$ cat src/rtl/twowire_dtm_apb_bridge_pkg.sv
// rtl/twowire_dtm_apb_bridge_pkg.sv - shared op, state and error-flag encodings for the DTM APB bridge
package twowire_dtm_apb_bridge_pkg;

    typedef enum logic [1:0] {
        OP_SETADDR = 2'b00,
        OP_READ    = 2'b01,
        OP_WRITE   = 2'b10,
        OP_CLRERR  = 2'b11
    } op_e;

    typedef enum logic [1:0] {
        ST_IDLE   = 2'b00,
        ST_SETUP  = 2'b01,
        ST_ACCESS = 2'b10,
        ST_RESP   = 2'b11
    } state_e;

    localparam int ERR_SLVERR  = 0;
    localparam int ERR_DECODE  = 1;
    localparam int ERR_TIMEOUT = 2;

    // Port-index width taken from the top address bits; a single port needs none.
    function automatic int psel_width(input int nports);
        return (nports <= 1) ? 0 : $clog2(nports);
    endfunction

endpackage

$ cat src/rtl/twowire_dtm_apb_bridge_if.sv
// rtl/twowire_dtm_apb_bridge_if.sv - DTM command/response and multi-port APB3 bundles
interface twowire_dtm_cmd_if #(
    parameter int W_ADDR = 32,
    parameter int W_DATA = 32
);
    logic              cmd_vld;
    logic              cmd_rdy;
    logic [1:0]        cmd_op;
    logic              cmd_incr;
    logic [W_ADDR-1:0] cmd_addr;
    logic [W_DATA-1:0] cmd_wdata;
    logic              resp_vld;
    logic              resp_rdy;
    logic [W_DATA-1:0] resp_rdata;
    logic              resp_err;
    logic [2:0]        err_status;

    modport master (
        output cmd_vld, cmd_op, cmd_incr, cmd_addr, cmd_wdata, resp_rdy,
        input  cmd_rdy, resp_vld, resp_rdata, resp_err, err_status
    );

    modport slave (
        input  cmd_vld, cmd_op, cmd_incr, cmd_addr, cmd_wdata, resp_rdy,
        output cmd_rdy, resp_vld, resp_rdata, resp_err, err_status
    );
endinterface

interface twowire_dtm_apb_if #(
    parameter int W_ADDR = 32,
    parameter int W_DATA = 32,
    parameter int NPORTS = 1
);
    logic [W_ADDR-1:0]        dst_paddr;
    logic [NPORTS-1:0]        dst_psel;
    logic                     dst_penable;
    logic                     dst_pwrite;
    logic [W_DATA-1:0]        dst_pwdata;
    logic [NPORTS-1:0]        dst_pready;
    logic [NPORTS-1:0]        dst_pslverr;
    logic [NPORTS*W_DATA-1:0] dst_prdata;

    modport master (
        output dst_paddr, dst_psel, dst_penable, dst_pwrite, dst_pwdata,
        input  dst_pready, dst_pslverr, dst_prdata
    );

    modport slave (
        input  dst_paddr, dst_psel, dst_penable, dst_pwrite, dst_pwdata,
        output dst_pready, dst_pslverr, dst_prdata
    );
endinterface

$ cat src/rtl/twowire_dtm_apb_port_sel.sv
// rtl/twowire_dtm_apb_port_sel.sv - per-port pready/pslverr/prdata mux with out-of-range index flag
module twowire_dtm_apb_port_sel #(
    parameter int W_DATA = 32,
    parameter int NPORTS = 1,
    parameter int W_IDX  = 1
) (
    input  logic [W_IDX-1:0]         idx,
    input  logic [NPORTS-1:0]        pready,
    input  logic [NPORTS-1:0]        pslverr,
    input  logic [NPORTS*W_DATA-1:0] prdata,
    output logic                     sel_pready,
    output logic                     sel_pslverr,
    output logic [W_DATA-1:0]        sel_prdata,
    output logic                     idx_bad
);

    always_comb begin
        sel_pready  = 1'b0;
        sel_pslverr = 1'b0;
        sel_prdata  = '0;
        idx_bad     = 1'b1;
        for (int k = 0; k < NPORTS; k++) begin
            if (idx == W_IDX'(k)) begin
                sel_pready  = pready[k];
                sel_pslverr = pslverr[k];
                sel_prdata  = prdata[k*W_DATA +: W_DATA];
                idx_bad     = 1'b0;
            end
        end
    end

endmodule

$ cat src/rtl/twowire_dtm_apb_bridge.sv
// rtl/twowire_dtm_apb_bridge.sv - Two-Wire DTM command to multi-port APB3 master bridge
module twowire_dtm_apb_bridge
    import twowire_dtm_apb_bridge_pkg::*;
#(
    parameter int W_ADDR  = 32,
    parameter int W_DATA  = 32,
    parameter int NPORTS  = 1,
    parameter int TIMEOUT = 255
) (
    input  logic              dck,
    input  logic              drst,
    twowire_dtm_cmd_if.slave  cmd,
    twowire_dtm_apb_if.master apb
);

    localparam int W_PSEL = psel_width(NPORTS);
    localparam int W_IDX  = (W_PSEL == 0) ? 1 : W_PSEL;
    localparam int W_TO   = (TIMEOUT == 0) ? 1 : $clog2(TIMEOUT + 1);
    localparam int INCR   = W_DATA / 8;

    state_e            state_q, state_d;
    op_e               op_q, op_d;
    logic              incr_q, incr_d;
    logic [W_ADDR-1:0] addr_q, addr_d;
    logic [2:0]        err_q, err_d;
    logic [W_TO-1:0]   cnt_q, cnt_d;
    logic              cmd_rdy_q, cmd_rdy_d;
    logic [NPORTS-1:0] psel_q, psel_d;
    logic              penable_q, penable_d;
    logic              pwrite_q, pwrite_d;
    logic [W_ADDR-1:0] paddr_q, paddr_d;
    logic [W_DATA-1:0] pwdata_q, pwdata_d;
    logic              resp_vld_q, resp_vld_d;
    logic [W_DATA-1:0] resp_rdata_q, resp_rdata_d;
    logic              resp_err_q, resp_err_d;

    logic [W_IDX-1:0]  port_idx;
    logic              sel_pready, sel_pslverr, idx_bad;
    logic [W_DATA-1:0] sel_prdata;

    generate
        if (W_PSEL == 0) begin : g_one_port
            assign port_idx = '0;
        end else begin : g_multi_port
            assign port_idx = addr_q[W_ADDR-1 -: W_IDX];
        end
    endgenerate

    twowire_dtm_apb_port_sel #(
        .W_DATA (W_DATA),
        .NPORTS (NPORTS),
        .W_IDX  (W_IDX)
    ) u_port_sel (
        .idx         (port_idx),
        .pready      (apb.dst_pready),
        .pslverr     (apb.dst_pslverr),
        .prdata      (apb.dst_prdata),
        .sel_pready  (sel_pready),
        .sel_pslverr (sel_pslverr),
        .sel_prdata  (sel_prdata),
        .idx_bad     (idx_bad)
    );

    always_ff @(posedge dck) begin
        if (drst) begin
            state_q      <= ST_IDLE;
            op_q         <= OP_SETADDR;
            incr_q       <= 1'b0;
            addr_q       <= '0;
            err_q        <= '0;
            cnt_q        <= '0;
            cmd_rdy_q    <= 1'b1;
            psel_q       <= '0;
            penable_q    <= 1'b0;
            pwrite_q     <= 1'b0;
            paddr_q      <= '0;
            pwdata_q     <= '0;
            resp_vld_q   <= 1'b0;
            resp_rdata_q <= '0;
            resp_err_q   <= 1'b0;
        end else begin
            state_q      <= state_d;
            op_q         <= op_d;
            incr_q       <= incr_d;
            addr_q       <= addr_d;
            err_q        <= err_d;
            cnt_q        <= cnt_d;
            cmd_rdy_q    <= cmd_rdy_d;
            psel_q       <= psel_d;
            penable_q    <= penable_d;
            pwrite_q     <= pwrite_d;
            paddr_q      <= paddr_d;
            pwdata_q     <= pwdata_d;
            resp_vld_q   <= resp_vld_d;
            resp_rdata_q <= resp_rdata_d;
            resp_err_q   <= resp_err_d;
        end
    end

    always_comb begin
        state_d      = state_q;
        op_d         = op_q;
        incr_d       = incr_q;
        addr_d       = addr_q;
        err_d        = err_q;
        cnt_d        = cnt_q;
        psel_d       = psel_q;
        penable_d    = penable_q;
        pwrite_d     = pwrite_q;
        paddr_d      = paddr_q;
        pwdata_d     = pwdata_q;
        resp_vld_d   = resp_vld_q;
        resp_rdata_d = resp_rdata_q;
        resp_err_d   = resp_err_q;

        unique case (state_q)
            ST_IDLE: begin
                if (cmd.cmd_vld && cmd_rdy_q) begin
                    op_d         = op_e'(cmd.cmd_op);
                    incr_d       = cmd.cmd_incr;
                    resp_rdata_d = '0;
                    resp_err_d   = 1'b0;
                    state_d      = ST_RESP;
                    resp_vld_d   = 1'b1;
                    case (op_e'(cmd.cmd_op))
                        OP_SETADDR: addr_d = cmd.cmd_addr;
                        OP_CLRERR:  err_d  = '0;
                        default: begin
                            // Any sticky flag blocks bus traffic until CLRERR.
                            if (err_q != 3'b000) begin
                                resp_err_d = 1'b1;
                            end else if (idx_bad) begin
                                err_d[ERR_DECODE] = 1'b1;
                                resp_err_d        = 1'b1;
                            end else begin
                                state_d    = ST_SETUP;
                                resp_vld_d = 1'b0;
                                psel_d     = NPORTS'(1) << port_idx;
                                paddr_d    = addr_q;
                                pwrite_d   = (op_e'(cmd.cmd_op) == OP_WRITE);
                                pwdata_d   = cmd.cmd_wdata;
                            end
                        end
                    endcase
                end
            end
            ST_SETUP: begin
                penable_d = 1'b1;
                cnt_d     = '0;
                state_d   = ST_ACCESS;
            end
            ST_ACCESS: begin
                if (sel_pready) begin
                    psel_d       = '0;
                    penable_d    = 1'b0;
                    resp_vld_d   = 1'b1;
                    resp_err_d   = sel_pslverr;
                    resp_rdata_d = (op_q == OP_READ) ? sel_prdata : '0;
                    if (sel_pslverr) err_d[ERR_SLVERR] = 1'b1;
                    if (incr_q && !sel_pslverr) addr_d = addr_q + W_ADDR'(INCR);
                    state_d      = ST_RESP;
                end else if (TIMEOUT != 0 && cnt_q == W_TO'(TIMEOUT - 1)) begin
                    // Abandon a hung slave mid-access; knowingly breaks APB handshake.
                    psel_d             = '0;
                    penable_d          = 1'b0;
                    resp_vld_d         = 1'b1;
                    resp_err_d         = 1'b1;
                    resp_rdata_d       = '0;
                    err_d[ERR_TIMEOUT] = 1'b1;
                    state_d            = ST_RESP;
                end else begin
                    cnt_d = cnt_q + W_TO'(1);
                end
            end
            ST_RESP: begin
                if (cmd.resp_rdy) begin
                    resp_vld_d = 1'b0;
                    state_d    = ST_IDLE;
                end
            end
        endcase
    end

    assign cmd_rdy_d = (state_d == ST_IDLE);

    assign cmd.cmd_rdy     = cmd_rdy_q;
    assign cmd.resp_vld    = resp_vld_q;
    assign cmd.resp_rdata  = resp_rdata_q;
    assign cmd.resp_err    = resp_err_q;
    assign cmd.err_status  = err_q;
    assign apb.dst_paddr   = paddr_q;
    assign apb.dst_psel    = psel_q;
    assign apb.dst_penable = penable_q;
    assign apb.dst_pwrite  = pwrite_q;
    assign apb.dst_pwdata  = pwdata_q;

endmodule
$ cat src/flat_wrapper.sv
// flat-port wrapper written by rule: the top's interface ports become plain ports
module twowire_dtm_apb_bridge_flat import twowire_dtm_apb_bridge_pkg::*;
#(
    parameter int W_ADDR  = 32,
    parameter int W_DATA  = 32,
    parameter int NPORTS  = 1,
    parameter int TIMEOUT = 255
)
  (dck, drst, cmd_cmd_vld, cmd_cmd_op, cmd_cmd_incr, cmd_cmd_addr, cmd_cmd_wdata, cmd_resp_rdy, cmd_cmd_rdy, cmd_resp_vld, cmd_resp_rdata, cmd_resp_err, cmd_err_status, apb_dst_paddr, apb_dst_psel, apb_dst_penable, apb_dst_pwrite, apb_dst_pwdata, apb_dst_pready, apb_dst_pslverr, apb_dst_prdata);
  twowire_dtm_cmd_if #(.W_ADDR(W_ADDR), .W_DATA(W_DATA)) cmd_i ();
  twowire_dtm_apb_if #(.W_ADDR(W_ADDR), .W_DATA(W_DATA), .NPORTS(NPORTS)) apb_i ();
  input  logic dck;
  input  logic drst;
  input wire logic [$bits(cmd_i.cmd_vld)-1:0] cmd_cmd_vld;
  input wire logic [$bits(cmd_i.cmd_op)-1:0] cmd_cmd_op;
  input wire logic [$bits(cmd_i.cmd_incr)-1:0] cmd_cmd_incr;
  input wire logic [$bits(cmd_i.cmd_addr)-1:0] cmd_cmd_addr;
  input wire logic [$bits(cmd_i.cmd_wdata)-1:0] cmd_cmd_wdata;
  input wire logic [$bits(cmd_i.resp_rdy)-1:0] cmd_resp_rdy;
  output wire logic [$bits(cmd_i.cmd_rdy)-1:0] cmd_cmd_rdy;
  output wire logic [$bits(cmd_i.resp_vld)-1:0] cmd_resp_vld;
  output wire logic [$bits(cmd_i.resp_rdata)-1:0] cmd_resp_rdata;
  output wire logic [$bits(cmd_i.resp_err)-1:0] cmd_resp_err;
  output wire logic [$bits(cmd_i.err_status)-1:0] cmd_err_status;
  output wire logic [$bits(apb_i.dst_paddr)-1:0] apb_dst_paddr;
  output wire logic [$bits(apb_i.dst_psel)-1:0] apb_dst_psel;
  output wire logic [$bits(apb_i.dst_penable)-1:0] apb_dst_penable;
  output wire logic [$bits(apb_i.dst_pwrite)-1:0] apb_dst_pwrite;
  output wire logic [$bits(apb_i.dst_pwdata)-1:0] apb_dst_pwdata;
  input wire logic [$bits(apb_i.dst_pready)-1:0] apb_dst_pready;
  input wire logic [$bits(apb_i.dst_pslverr)-1:0] apb_dst_pslverr;
  input wire logic [$bits(apb_i.dst_prdata)-1:0] apb_dst_prdata;
  assign cmd_i.cmd_vld = cmd_cmd_vld;
  assign cmd_i.cmd_op = cmd_cmd_op;
  assign cmd_i.cmd_incr = cmd_cmd_incr;
  assign cmd_i.cmd_addr = cmd_cmd_addr;
  assign cmd_i.cmd_wdata = cmd_cmd_wdata;
  assign cmd_i.resp_rdy = cmd_resp_rdy;
  assign cmd_cmd_rdy = cmd_i.cmd_rdy;
  assign cmd_resp_vld = cmd_i.resp_vld;
  assign cmd_resp_rdata = cmd_i.resp_rdata;
  assign cmd_resp_err = cmd_i.resp_err;
  assign cmd_err_status = cmd_i.err_status;
  assign apb_dst_paddr = apb_i.dst_paddr;
  assign apb_dst_psel = apb_i.dst_psel;
  assign apb_dst_penable = apb_i.dst_penable;
  assign apb_dst_pwrite = apb_i.dst_pwrite;
  assign apb_dst_pwdata = apb_i.dst_pwdata;
  assign apb_i.dst_pready = apb_dst_pready;
  assign apb_i.dst_pslverr = apb_dst_pslverr;
  assign apb_i.dst_prdata = apb_dst_prdata;
  twowire_dtm_apb_bridge #(.W_ADDR(W_ADDR), .W_DATA(W_DATA), .NPORTS(NPORTS), .TIMEOUT(TIMEOUT)) u_core (.dck(dck), .drst(drst), .cmd(cmd_i), .apb(apb_i));
endmodule
$ cat config.mk
export PLATFORM = sky130hd
export DESIGN_NAME = twowire_dtm_apb_bridge_flat
export DESIGN_NICKNAME = d
export VERILOG_FILES = /design/src/rtl/twowire_dtm_apb_bridge_pkg.sv /design/src/rtl/twowire_dtm_apb_bridge_if.sv /design/src/rtl/twowire_dtm_apb_port_sel.sv /design/src/rtl/twowire_dtm_apb_bridge.sv /design/src/flat_wrapper.sv
export SDC_FILE = /design/constraint.sdc
export NUM_CORES = 1
export LEC_CHECK = 0
export CAP_MARGIN = 30
export CORE_ASPECT_RATIO = 1.5
export CORE_MARGIN = 5
export CORE_UTILIZATION = 52
export CTS_BUF_LIST = sky130_fd_sc_hd__clkbuf_8
export DETAILED_ROUTE_END_ITERATION = 7
export MAX_ROUTING_LAYER = met4
export PLACE_DENSITY = 0.88
export SKIP_CTS_REPAIR_TIMING = 1
export SYNTH_ARGS = -nofsm -noshare
export SYNTH_HDL_FRONTEND = slang
export SYNTH_SLANG_ARGS = --single-unit
$ cat constraint.sdc
create_clock -name dck -period 3.4 [get_ports dck]
set_input_delay 0.68 -clock dck [delete_from_list [all_inputs] [get_ports dck]]
set_output_delay 0.68 -clock dck [all_outputs]
set_load 0.005 [all_outputs]
==> results.py <==
metrics = {
    "sta": {
        "finalCriticalPeriod_ns": 2.76,
        "grt_setup_unrepaired": "no",
        "totalNegativeSetupSlack_ns": 0,
        "tightest_slew_ns": 0.719,
        "finalHoldViolCount": 0,
        "final.setup_skew_ns": 0.0101,
        "period_share": 0.812,
        "max_freq_mhz": 362,
        "finalMaxSlewViolations": 0,
        "maxSlewHeadroom": 0.521,
        "final_count_of_negative_setup_slack_endpoints": 0,
    },
    "placed_design": {
        "dp_cells": 1148,
        "count_of_input_and_output_buffers": 208,
        "placed_cell_area_um2": 8900,
        "dp.final_hpwl_um": 13900,
        "gpl_wtd_cong": 0.872,
    },
    "synthesis": {
        "synth_cells": 832,
        "post_synthesis_cell_area_um2": 6810,
        "synth_edf_count": 0,
        "yosys.cell_types.count": 74,
        "sequential_share_of_the_synthesized_area": 0.438,
        "async_set_or_reset_flop_fraction_in_the_synthesized_netlist": 0,
        "ys.warnings.count": 0,
        "synthesis.nets": 948,
        "post_synth.cell_area_avg_um2": 8.19,
        "synth_flop_cell": "dfxtp_1",
        "synth-seq-cells": 149,
    },
    "layout": {
        "layout.cell_area.non_filler_um2": 9290,
        "fillerInstances": 1031,
        "drive_gt1_frac": 0.0656,
        "layout.cells.most_common": "clkdlybuf4s50_1",
        "flow.area_growth_from_synthesis_pct": 36.4,
        "final_nets": 1124,
        "final_cell_mix": "clkdlybuf4s50_1 (207), nand2_1 (169), dfxtp_1 (149)",
        "finalNonFillerCells": 1181,
    },
    "clock_tree": {
        "cts.clk_slew.worst_paths_ns": 0.09,
        "clock_path_buffers": 2,
        "tritoncts": "done",
        "clkSinkCount": 149,
        "cts-buffers-inserted": 17,
        "cts-root-buf": "clkbuf_8",
        "worst_skew_pair.late_latency_ns": 0.44,
        "htreeDepth": 4,
    },
    "pwr": {
        "switching_share": 0.361,
        "pwr-share-comb": 0.316,
        "totalPowerFinal_mw": 5.16,
        "power_switching_mw": 1.86,
        "p_int_mw": 3.29,
        "clkPwrFrac": 0.263,
        "power-per-cell-area_nw_per_um2": 555,
        "seq_power_share": 0.422,
        "total_leakage_power_nw": 3.15,
        "ir_worst_vdd_mv": 0.335,
    },
    "global_route": {
        "antenna_found_initial": 1,
        "grt_max_degree": 110,
        "global_route_wire_length_before_repair_um": 30800,
        "grt_remaining_overflow": 0,
        "grt_pass1_vias": 6377,
        "globalRouteTotalUtil": 0.258,
    },
    "floorplanning": {
        "die_span_in_x_um": 103,
        "core_region_area_um2": 13000,
        "dieArea_um2": 15500,
        "die_height_um": 150,
        "boundaryPins": 210,
        "initial_utilization": 0.526,
        "placement_rows": 51,
    },
    "routing": {
        "firstDrtPassIters": 7,
        "average_wire_per_cell_in_the_routed_design_um": 16.7,
        "vias_post_dr": 6700,
        "detail_route.drc_violations": 0,
        "detail_route.iter0.violations": 407,
        "vias_per_cell": 5.67,
        "routed_wl_um": 19800,
        "postRouteAntennaNets": 0,
    },
    "hold_path": {
        "hold-path-endpoint": "u_core.apb.dst_paddr[15]",
        "hold_class": "register to register",
        "worst_hold_path_startpoint": "u_core.apb.dst_paddr[15]",
        "min_delay_path_depth": 2,
    },
    "status": {
        "run_status": "finished, final reports clean",
    },
    "setup_path": {
        "worst_ep_arrival_time_ns": 3.13,
        "setup.worst_path.start_class": "register",
        "cp-end-kind": "register",
        "worst_reg_to_reg_cells": 8,
        "crit_path_max_fanout": 26,
        "worst-r2r-setup-slack_ns": 0.64,
        "r2r_end": "u_core.addr_q[10]",
        "r2r_startpoint": "u_core.state_q[0]",
        "setup.worst_path.class": "register to register",
        "cp_data_required_time_ns": 3.77,
    },
    "flow_run": {
        "maxCapViolCount": 0,
    },
}
[Yosys cell counts (all sizes together) (2+ instances only)]
cell type	instances	area, µm²
nand2	169	634
dfxtp	149	2980
a21oi	90	450
nand3	51	268
o21ai	50	250
nand2b	37	231
nor2	34	138
clkbuf	31	136
buf	30	228
a22oi	15	113
a31oi	15	93.8
nand4	14	109
ha	11	138
mux2i	11	110
nor3	11	66.3
and2	10	63.8
and3	9	57.6
inv	9	33.8
nor2b	8	50.1
nor4	7	58.8
o22ai	7	43.8
or4	7	52.6
and4	6	53.8
a211oi	4	30.0
or3	4	30.0
a211o	3	26.3
a221oi	3	32.5
o211ai	3	22.5
o221ai	3	43.8
xor2	3	26.3
a2111oi	2	17.5
a21boi	2	18.8
o21a	2	15.0
or2	2	12.5
xnor2	2	17.5
[area by class of cell]
type                       count  area (µm²)  area share
multi-input combinational    612        3450       0.371
sequential                   149        2980       0.321
timing repair buffer         219        2240       0.241
clock buffer                  17         234      0.0252
tap                          159         199      0.0214
clock inverter                15         155      0.0167
inverter                       9        33.8     0.00364
antenna                        1        2.50    0.000269
[worst max path at each step]
| stage | startpoint | end | slack (ns) |
|---|---|---|---|
| detailed placement | cmd_cmd_op[1] | u_core.apb.dst_pwdata[3] | 0.35 |
| finish | u_core.state_q[0] | u_core.addr_q[10] | 0.64 |
| floorplan | cmd_cmd_op[0] | u_core.apb.dst_paddr[10] | 1.17 |
| global route | u_core.state_q[0] | u_core.addr_q[10] | 0.37 |
| global placement | cmd_cmd_op[1] | u_core.apb.dst_paddr[10] | 0.43 |
| CTS | u_core.state_q[0] | u_core.addr_q[10] | 0.65 |
[critical path: stages, from the launching register on]
cell      delay, ns
dfxtp_1        0.37
inv_1          0.14
ha_1           0.38
and3_1         0.51
o221ai_4       0.38
buf_12         0.29
nor4_1         0.31
o21ai_0        0.12
a21oi_1        0.17
[per-stage QoR]
step | worst slack, ns | hold WS (ns) | utilization
after detailed placement | 0.350 | 0.446 | 0.687
final | 0.640 | 0.455 | 0.717
after floorplan | 1.17 | 0.431 | -
after global routing | 0.371 | 0.477 | 0.717
after global placement | 0.430 | 0.440 | 0.687
after CTS | 0.654 | 0.458 | 0.717
[sequential cells by signal (all words and copies together), names as in the netlist]
signal                  count
u_core.cmd.resp_rdata      32
u_core.apb.dst_psel         1
u_core.op_q                 2
u_core.apb.dst_pwrite       1
u_core.cmd.cmd_rdy          1
u_core.cmd.resp_vld         1
u_core.cmd.resp_err         1
u_core.cnt_q                8
u_core.apb.dst_paddr       32
u_core.state_q              2
u_core.apb.dst_penable      1
u_core.incr_q               1
u_core.apb.dst_pwdata      32
u_core.addr_q              32
u_core.cmd.err_status       2
[metal layers]
metal / share of wire / track usage / vias to the layer above
li1: - / - / 3269
met1: 0.40 / 0.296 / 3108
met2: 0.50 / 0.425 / 278
met3: 0.069 / 0.0621 / 45
met4: 0.033 / 0.113 / 0
met5: 0 / - / -
[logic make-up after synthesis]
| group | after synthesis | synth area share |
|---|---|---|
| other cells | 1 | 0.000550 |
| mux | 11 | 0.0162 |
| flops | 149 | 0.438 |
| simple gates | 376 | 0.277 |
| compound gates | 208 | 0.183 |
| buf+inv | 71 | 0.0597 |
| fa+ha+maj | 11 | 0.0202 |
| xor+xnor | 5 | 0.00643 |
[power groups by stage]
stage | logic [mW] | clock network [mW] | registers, mW
final | 1.63 | 1.35 | 2.17
after global routing | 1.78 | 1.45 | 2.21
after CTS | 1.63 | 1.38 | 2.17
after detailed placement | 1.61 | 0 | 2.21
after global placement | 1.58 | 0 | 2.20
after floorplan | 1.11 | 0 | 2.14
(Power assumes the default switching activity.)
